`src/rtl/gcn_transform_ctrl_if.sv`:
```
// Handshake and memory-read bundle between the GCN transform sequencer and its
// memory, weight/feature buffers, dot-product datapath and result buffer.
interface gcn_transform_ctrl_if #(
  parameter int ADDRESS_WIDTH         = 13,
  parameter int COUNTER_FEATURE_WIDTH = 3,
  parameter int COUNTER_WEIGHT_WIDTH  = 2
);
  logic                             start;
  logic [ADDRESS_WIDTH-1:0]         read_address;
  logic                             enable_read;
  logic                             weight_load_en;
  logic [COUNTER_WEIGHT_WIDTH-1:0]  weight_load_idx;
  logic                             feature_load_en;
  logic                             dp_start;
  logic [COUNTER_WEIGHT_WIDTH-1:0]  dp_col;
  logic                             dp_valid;
  logic                             wr_en;
  logic [COUNTER_FEATURE_WIDTH-1:0] wr_row;
  logic [COUNTER_WEIGHT_WIDTH-1:0]  wr_col;
  logic                             done;

  modport master (
    input  start, dp_valid,
    output read_address, enable_read, weight_load_en, weight_load_idx,
           feature_load_en, dp_start, dp_col, wr_en, wr_row, wr_col, done
  );

  modport slave (
    output start, dp_valid,
    input  read_address, enable_read, weight_load_en, weight_load_idx,
           feature_load_en, dp_start, dp_col, wr_en, wr_row, wr_col, done
  );
endinterface

```
`src/rtl/gcn_transform_ctrl.sv`:
```
// GCN transformation sequencer: loads weight columns and feature rows, then runs
// one dot-product per (row, col) pair and writes each result to the FM_WM buffer.
//
// state     | meaning
// ----------+-----------------------------------------------------------
// S_IDLE    | waiting for start
// S_LOAD_W  | reading weight column w
// S_LOAD_F  | reading feature row f
// S_CAPT_F  | feature row data valid, capture it
// S_DP_GO   | launch dot-product for column c
// S_DP_WAIT | waiting for dp_valid
// S_WRITE   | write result (f, c)
// S_DONE    | all results written, wait for start to drop
module gcn_transform_ctrl #(
  parameter int FEATURE_ROWS          = 6,
  parameter int WEIGHT_COLS           = 3,
  parameter int ADDRESS_WIDTH         = 13,
  parameter int FEATURE_BASE          = 512,
  parameter int COUNTER_FEATURE_WIDTH = $clog2(FEATURE_ROWS),
  parameter int COUNTER_WEIGHT_WIDTH  = $clog2(WEIGHT_COLS)
) (
  input logic                  clk,
  input logic                  reset,
  gcn_transform_ctrl_if.master bus
);
  typedef enum logic [2:0] {
    S_IDLE, S_LOAD_W, S_LOAD_F, S_CAPT_F, S_DP_GO, S_DP_WAIT, S_WRITE, S_DONE
  } state_t;

  localparam logic [COUNTER_WEIGHT_WIDTH-1:0]  W_LAST    = COUNTER_WEIGHT_WIDTH'(WEIGHT_COLS - 1);
  localparam logic [COUNTER_FEATURE_WIDTH-1:0] F_LAST    = COUNTER_FEATURE_WIDTH'(FEATURE_ROWS - 1);
  localparam logic [ADDRESS_WIDTH-1:0]         BASE_ADDR = ADDRESS_WIDTH'(FEATURE_BASE);

  state_t                           state, state_nxt;
  logic [COUNTER_WEIGHT_WIDTH-1:0]  w, w_nxt, c, c_nxt;
  logic [COUNTER_FEATURE_WIDTH-1:0] f, f_nxt;
  logic [ADDRESS_WIDTH-1:0]         addr_q, addr_nxt;
  logic                             wl_en_q;
  logic [COUNTER_WEIGHT_WIDTH-1:0]  wl_idx_q;
  logic [COUNTER_WEIGHT_WIDTH-1:0]  w_inc, c_inc;
  logic [COUNTER_FEATURE_WIDTH-1:0] f_inc;

  assign w_inc = w + 1'b1;
  assign c_inc = c + 1'b1;
  assign f_inc = f + 1'b1;

  always_ff @(posedge clk or posedge reset) begin
    if (reset) begin
      state    <= S_IDLE;
      w        <= '0;
      f        <= '0;
      c        <= '0;
      addr_q   <= '0;
      wl_en_q  <= 1'b0;
      wl_idx_q <= '0;
    end else begin
      state    <= state_nxt;
      w        <= w_nxt;
      f        <= f_nxt;
      c        <= c_nxt;
      addr_q   <= addr_nxt;
      // read data arrives one cycle after the address, so the capture strobe lags LOAD_W
      wl_en_q  <= (state == S_LOAD_W);
      if (state == S_LOAD_W) wl_idx_q <= w;
    end
  end

  always_comb begin
    state_nxt = state;
    w_nxt     = w;
    f_nxt     = f;
    c_nxt     = c;
    addr_nxt  = addr_q;
    case (state)
      S_IDLE: begin
        if (bus.start) begin
          state_nxt = S_LOAD_W;
          w_nxt     = '0;
          f_nxt     = '0;
          c_nxt     = '0;
          addr_nxt  = '0;
        end
      end
      S_LOAD_W: begin
        if (w == W_LAST) begin
          state_nxt = S_LOAD_F;
          f_nxt     = '0;
          addr_nxt  = BASE_ADDR;
        end else begin
          w_nxt    = w_inc;
          addr_nxt = ADDRESS_WIDTH'(w_inc);
        end
      end
      S_LOAD_F: state_nxt = S_CAPT_F;
      S_CAPT_F: begin
        c_nxt     = '0;
        state_nxt = S_DP_GO;
      end
      S_DP_GO: state_nxt = S_DP_WAIT;
      S_DP_WAIT: begin
        if (bus.dp_valid) state_nxt = S_WRITE;
      end
      S_WRITE: begin
        if (c != W_LAST) begin
          c_nxt     = c_inc;
          state_nxt = S_DP_GO;
        end else if (f != F_LAST) begin
          f_nxt     = f_inc;
          addr_nxt  = BASE_ADDR + ADDRESS_WIDTH'(f_inc);
          state_nxt = S_LOAD_F;
        end else begin
          state_nxt = S_DONE;
        end
      end
      S_DONE: begin
        if (!bus.start) state_nxt = S_IDLE;
      end
      default: state_nxt = S_IDLE;
    endcase
  end

  assign bus.enable_read     = (state == S_LOAD_W) || (state == S_LOAD_F);
  assign bus.read_address    = addr_q;
  assign bus.weight_load_en  = wl_en_q;
  assign bus.weight_load_idx = wl_idx_q;
  assign bus.feature_load_en = (state == S_CAPT_F);
  assign bus.dp_start        = (state == S_DP_GO);
  assign bus.dp_col          = c;
  assign bus.wr_en           = (state == S_WRITE);
  assign bus.wr_row          = f;
  assign bus.wr_col          = c;
  assign bus.done            = (state == S_DONE);
endmodule
```
`src/flat_wrapper.sv`:
```
// flat-port wrapper written by rule: the top's interface ports become plain ports
module gcn_transform_ctrl_flat 
#(
  parameter int FEATURE_ROWS          = 6,
  parameter int WEIGHT_COLS           = 3,
  parameter int ADDRESS_WIDTH         = 13,
  parameter int FEATURE_BASE          = 512,
  parameter int COUNTER_FEATURE_WIDTH = $clog2(FEATURE_ROWS),
  parameter int COUNTER_WEIGHT_WIDTH  = $clog2(WEIGHT_COLS)
)
  (clk, reset, bus_start, bus_dp_valid, bus_read_address, bus_enable_read, bus_weight_load_en, bus_weight_load_idx, bus_feature_load_en, bus_dp_start, bus_dp_col, bus_wr_en, bus_wr_row, bus_wr_col, bus_done);
  gcn_transform_ctrl_if #(.ADDRESS_WIDTH(ADDRESS_WIDTH), .COUNTER_FEATURE_WIDTH(COUNTER_FEATURE_WIDTH), .COUNTER_WEIGHT_WIDTH(COUNTER_WEIGHT_WIDTH)) bus_i ();
  input logic clk;
  input logic reset;
  input wire logic [$bits(bus_i.start)-1:0] bus_start;
  input wire logic [$bits(bus_i.dp_valid)-1:0] bus_dp_valid;
  output wire logic [$bits(bus_i.read_address)-1:0] bus_read_address;
  output wire logic [$bits(bus_i.enable_read)-1:0] bus_enable_read;
  output wire logic [$bits(bus_i.weight_load_en)-1:0] bus_weight_load_en;
  output wire logic [$bits(bus_i.weight_load_idx)-1:0] bus_weight_load_idx;
  output wire logic [$bits(bus_i.feature_load_en)-1:0] bus_feature_load_en;
  output wire logic [$bits(bus_i.dp_start)-1:0] bus_dp_start;
  output wire logic [$bits(bus_i.dp_col)-1:0] bus_dp_col;
  output wire logic [$bits(bus_i.wr_en)-1:0] bus_wr_en;
  output wire logic [$bits(bus_i.wr_row)-1:0] bus_wr_row;
  output wire logic [$bits(bus_i.wr_col)-1:0] bus_wr_col;
  output wire logic [$bits(bus_i.done)-1:0] bus_done;
  assign bus_i.start = bus_start;
  assign bus_i.dp_valid = bus_dp_valid;
  assign bus_read_address = bus_i.read_address;
  assign bus_enable_read = bus_i.enable_read;
  assign bus_weight_load_en = bus_i.weight_load_en;
  assign bus_weight_load_idx = bus_i.weight_load_idx;
  assign bus_feature_load_en = bus_i.feature_load_en;
  assign bus_dp_start = bus_i.dp_start;
  assign bus_dp_col = bus_i.dp_col;
  assign bus_wr_en = bus_i.wr_en;
  assign bus_wr_row = bus_i.wr_row;
  assign bus_wr_col = bus_i.wr_col;
  assign bus_done = bus_i.done;
  gcn_transform_ctrl #(.FEATURE_ROWS(FEATURE_ROWS), .WEIGHT_COLS(WEIGHT_COLS), .ADDRESS_WIDTH(ADDRESS_WIDTH), .FEATURE_BASE(FEATURE_BASE), .COUNTER_FEATURE_WIDTH(COUNTER_FEATURE_WIDTH), .COUNTER_WEIGHT_WIDTH(COUNTER_WEIGHT_WIDTH)) u_core (.clk(clk), .reset(reset), .bus(bus_i));
endmodule
```
`config.mk`:
```
export PLATFORM = sky130hd
export DESIGN_NAME = gcn_transform_ctrl_flat
export DESIGN_NICKNAME = d
export VERILOG_FILES = /design/src/rtl/gcn_transform_ctrl_if.sv /design/src/rtl/gcn_transform_ctrl.sv /design/src/flat_wrapper.sv
export SDC_FILE = /design/constraint.sdc
export NUM_CORES = 1
export LEC_CHECK = 0
export CORE_MARGIN = 2
export CORE_UTILIZATION = 40
export CTS_CLUSTER_DIAMETER = 200
export DETAILED_ROUTE_END_ITERATION = 7
export GPL_ROUTABILITY_DRIVEN = 0
export PLACE_DENSITY = 0.71
export RECOVER_POWER = 100
export SKIP_LAST_GASP = 1
export SLEW_MARGIN = 40
export SYNTH_ARGS = -nofsm -noshare
export SYNTH_HDL_FRONTEND = slang
export SYNTH_SLANG_ARGS = --single-unit
```
`constraint.sdc`:
```
create_clock -name clk -period 2 [get_ports clk]
set_input_delay 0.4 -clock clk [delete_from_list [all_inputs] [get_ports clk]]
set_output_delay 0.4 -clock clk [all_outputs]
set_load 0.05 [all_outputs]
```
### Yosys cells after proc, flatten, opt, wreduce, memory -nomap -nowiden

Cells that the tools add are included.

| storage, ports and cells | value |
|---|---|
| bits of input ports | 4 |
| bits in registers | 26 |
| word-level logic and storage cells | 61 |
| output and inout bits | 28 |

| operators by class | value |
|---|---|
| reductions and logical operators | 10 |
| equality and inequality tests | 18 |
| muxes and demuxes | 22 |
| $add $sub $neg | 4 |

Operators with widths:

| operator | number |
|---|---|
| $mux 13 | 3 |
| $pmux 13 s3 | 1 |
| $mux 3 | 10 |
| $pmux 3 s8 | 1 |
| $eq 3x3->1 const B | 4 |
| $ne 2x2->1 const B | 6 |
| $add 10x3->11 const A | 1 |
| $mux 10 | 1 |
| $pmux 3 s3 | 1 |
| $reduce_and 4->1 | 2 |
| $eq 3x2->1 const B | 2 |
| $mux 2 | 3 |
| $ne 2x1->1 const B | 3 |
| $pmux 2 s3 | 1 |
| $reduce_and 3->1 | 2 |
| $reduce_bool 3->1 | 2 |
| $reduce_and 5->1 | 1 |
| $add 2x1->2 const B | 2 |
| $pmux 2 s2 | 1 |
| $add 3x1->3 const B | 1 |
| $eq 3x1->1 const B | 1 |
| $logic_not 3->1 | 1 |
| $ne 3x3->1 const B | 1 |
| $eq 2x2->1 const B | 1 |
| 2 further kinds | 2 |

### Longest topological paths before layout

| logic depth | value |
|---|---|
| depth in word-level cells | 5 |
| gate-level depth with buffers | 5 |
| gate-level depth less buffers | 5 |

### Worst setup path after synthesis

Ideal clock, no wire load.

| timing | value |
|---|---|
| kind | register -> output |
| start | reg u_core.state[0] |
| end | out bus_feature_load_en |
| cell stages (with the launch flop) | 5 |
| buffers on the path | 2 |
| arrival | 1.909 ns |
| required time | 1.600 ns |
| path slack | -0.309 ns |
| cells stage by stage | dfrtp_1 -> buf_2 -> buf_2 -> inv_1 -> nor3b_1 |

| on the way | value |
|---|---|
| longest elaborated chain between the ends | 1 |

RTL lines:

| item | RTL line | text |
|---|---|---|
| start: declaration | gcn_transform_ctrl.sv:34 | `state_t state, state_nxt;` |
| start signal: assignment | gcn_transform_ctrl.sv:57 | `state <= state_nxt;` |
| $eq 3x2->1 | gcn_transform_ctrl.sv:126 | `assign bus.feature_load_en = (state == S_CAPT_F);` |
| end: declaration | flat_wrapper.sv:21 | `output wire logic [$bits(bus_i.feature_load_en)-1:0] bus_feature_load_en;` |

Every way passes these cells.

### Final worst setup path

| timing | value |
|---|---|
| start | reg u_core.c[0], in the netlist u_core.bus.dp_col[0] |
| end | out bus_wr_col[0] |

RTL lines:

| item | RTL line | text |
|---|---|---|
| start: declaration | gcn_transform_ctrl.sv:35 | `logic [COUNTER_WEIGHT_WIDTH-1:0] w, w_nxt, c, c_nxt;` |
| start signal: assignment | gcn_transform_ctrl.sv:60 | `c <= c_nxt;` |
| end: declaration | flat_wrapper.sv:26 | `output wire logic [$bits(bus_i.wr_col)-1:0] bus_wr_col;` |

No word-level cell between the ends.

==> results_dict.tcl <==
set metrics [dict create \
    pwr-share-comb_pct 62.0 \
    critPathTopFamily "buffers and inverters" \
    design.core.area_um2 2758 \
    vdd_drop_max_v 0.001063 \
    synth_seq_cells 17 \
    hold_path_class "flop to flop" \
    cts-resized-gates 0 \
    worst-path-buf-inv 1 \
    final_common_cell "dfrtp_1" \
    drtAntennaViolNets 0 \
    power.internal_mw 1.054 \
    rsz0062_at_grt "false" \
    viasPerCell 5.290 \
    firstDrtPassIters 4 \
    min_period_ns 1.929 \
    pwr_density_cell_nw_per_um2 1531 \
    syn_inst 119 \
    overflow 0 \
    drive_gt1_share_pct 18.12 \
    clock_power_share_pct 9.2 \
    fin_area_um2 1375 \
    drtIter0Drc 17 \
    status "finished, final reports clean" \
    h-tree-depth 1 \
    critical_path.cell_chain "clkdlybuf4s50_1" \
    preCtsSetupSlack_ns 0.2055 \
    ff2ff_path_depth 3 \
    cts-hold-fix-buffers 0 \
    fmax_ghz 0.5184 \
    track_usage_pct 13.50 \
    antenna_found_initial 0 \
    final_nets 149 \
    hold_slack_ns 0.5234 \
    setup-tns-final_ns 0 \
    cts_tree "done" \
    ff2ff_setup_slack_ns 0.22 \
    io_pins 32 \
    cts.clk_slew.worst_paths_ns 0.11 \
    synth_xor_area_share_pct 0.7527 \
    synthMuxAreaShare_pct 7.957 \
    fin_crit_sh_pct 96.45 \
    dp_hpwl_mm 1.649 \
    syn_area_per_cell_um2 9.778 \
    routed_wl_mm 2.254 \
    finalMaxSlewViolations 0 \
    ys_top_cells_by_area "dfrtp_1 (37%), buf_4 (7.7%), ha_1 (6.5%), mux2i_1 (3.4%), nand2b_1 (3.2%)" \
    die-area_um2 3356 \
    grt_max_degree 18 \
    cts_post_setup_buffers_inserted 0 \
    synthArstFlopShare_pct 100.0 \
    whs_endpoint "u_core.bus.weight_load_idx[0]" \
    drc 0 \
    clock_path_buffers 2 \
    tightest_slew_ns 0.7396 \
    endpoint_kind "primary output" \
    worstPathArrival_ns 1.53 \
    worst_skew_pair.late_latency_ns 0.30 \
    ys_seq_area_share_pct 36.56 \
    cts_num_sinks 17 \
    p_leak_nw 0.6237 \
    final_cell_mix "dfrtp_1 (15), clkdlybuf4s50_1 (12), conb_1 (9), inv_1 (8)" \
    hold_viol 0 \
    crit_type "flop to primary output" \
    numCtsBuffers 3 \
    initial_utilization_pct 42.20 \
    hold_path_depth 1 \
    reg2reg_from "u_core.state[2]" \
    sw_frac_of_total_pct 49.96 \
    rows 19 \
    synthAdderAreaFrac_pct 6.452 \
    maxCapViolations 0 \
    synthToLayoutAreaGrowth_pct 18.17 \
    synth_compound_area_share_pct 17.42 \
    power_switching_mw 1.052 \
    cp_num_cells 1 \
    netlist_area_um2 1164 \
    start_kind "flop" \
    vias 894 \
    fp.dieH_um 57.94 \
    slew_headroom_pct 50.59 \
    port_buffers 22 \
    wire_per_inst_um 13.34 \
    synth_top_family_by_area "compound AO/OA/AOI/OAI gates" \
    placed_area_um2 1403 \
    fin_ws_ns 0.07106 \
    yosys.cell_types.count 41 \
    fin_skew_ns 0.005736 \
    yosys.area.top_type "dfrtp_1" \
    cp_max_fo 5 \
    reg2reg_to "u_core.bus.read_address[0]" \
    cp_slowest_cell "clkdlybuf4s50_1" \
    synth_edf_count 0 \
    yosys.area.top_type_share_pct 36.56 \
    slowest_delay_ns 0.82 \
    synthSimpleGateAreaFrac_pct 16.34 \
    seq_power_share_pct 28.9 \
    ys_warn_count 0 \
    die_w_um 57.94 \
    antenna_cells 0 \
    ys.flop_type "dfrtp_1" \
    crit_required_ns 1.60 \
    hold_start "u_core.bus.weight_load_idx[0]" \
    grt_pass1_vias 805 \
    setup_viol 0 \
    cts_root_buf "clkbuf_4" \
    grt_pass1_wl_mm 3.519 \
]
sequential cells by signal, indices dropped and copies added (netlist names):
signal and flops:
u_core.bus.weight_load_idx 2, u_core.w 2, u_core.state 3, u_core.bus.wr_row 3, u_core.bus.weight_load_en 1, u_core.bus.dp_col 2
u_core.bus.read_address 4
worst register-to-register path, stage by stage, from the launching register on:
cell	delay, ns
dfrtp_2	0.53
or2_0	0.41
o22ai_1	0.40
mux2_4	0.34
power by group through the flow:
| stage | combinational [mW] | clock [mW] | sequential (mW) |
|---|---|---|---|
| floorplan | 0.912 | 0 | 0.721 |
| global placement | 1.36 | 0 | 0.599 |
| detailed placement | 1.37 | 0 | 0.606 |
| CTS | 1.38 | 0.199 | 0.599 |
| global route | 1.39 | 0.217 | 0.627 |
| finish | 1.30 | 0.193 | 0.608 |
layer usage:
layer,global-route usage (%),up-vias,part of all wire [%]
li1,-,436,-
met1,17.85,428,48
met2,21.92,28,46
met3,4.688,2,5.7
met4,1.993,0,0.44
met5,0,-,0
metrics by stage:
| step | utilization [%] | instances | total power [mW] |
|---|---|---|---|
| after floorplan | - | 127 | 1.634 |
| after global placement | 50.86 | 165 | 1.959 |
| after detailed placement | 50.86 | 165 | 1.979 |
| after CTS | 51.95 | 169 | 2.181 |
| after global routing | 49.86 | 169 | 2.232 |
| final | 49.86 | 169 | 2.106 |
cells by family (layout without fill, tap and decap cells):
| family | count (synthesis) | count (layout) |
|---|---|---|
| other | 1 | 9 |
| buffers and inverters | 27 | 38 |
| and+or+nand+nor | 32 | 32 |
| DFF | 17 | 17 |
| adders and majority gates | 6 | 6 |
| muxes | 8 | 8 |
| xor gates and xnor gates | 1 | 1 |
| AOI/OAI and AO/OA | 27 | 27 |
final cells by class:
type | count | area (µm²)
clock inverter | 1 | 7.507
fill | 263 | 1383
multi-input combinational | 83 | 603.1
tap | 31 | 38.79
sequential | 17 | 427.9
timing repair buffer | 26 | 245.2
inverter | 8 | 30.03
clock buffer | 3 | 22.52
how the worst max path moves through the flow:
stage | from | to
floorplan | u_core.state[1] | bus_enable_read
global placement | bus_start | u_core.bus.dp_col[1]
detailed placement | bus_start | u_core.bus.dp_col[1]
CTS | u_core.state[2] | bus_wr_en
global route | u_core.bus.dp_col[0] | bus_wr_col[0]
finish | u_core.bus.dp_col[0] | bus_wr_col[0]
cells in the mapped netlist, types with 2 or more instances:
master     n
or2_1      2
nor2b_1    2
o21ai_0    6
buf_4     12
a21oi_1    5
o32ai_1    2
nor3_1     2
a31oi_1    2
mux2_4     2
buf_2      3
nand2b_1   6
nor2_1     4
mux2_2     2
dfrtp_1   17
o221ai_1   2
or3_1      2
nor3b_1    2
mux2i_1    4
buf_6      2
nand3_1    2
clkbuf_1   2
ha_1       6
inv_1      8
nand2_1    5
Power figures use the tool's default switching activity.
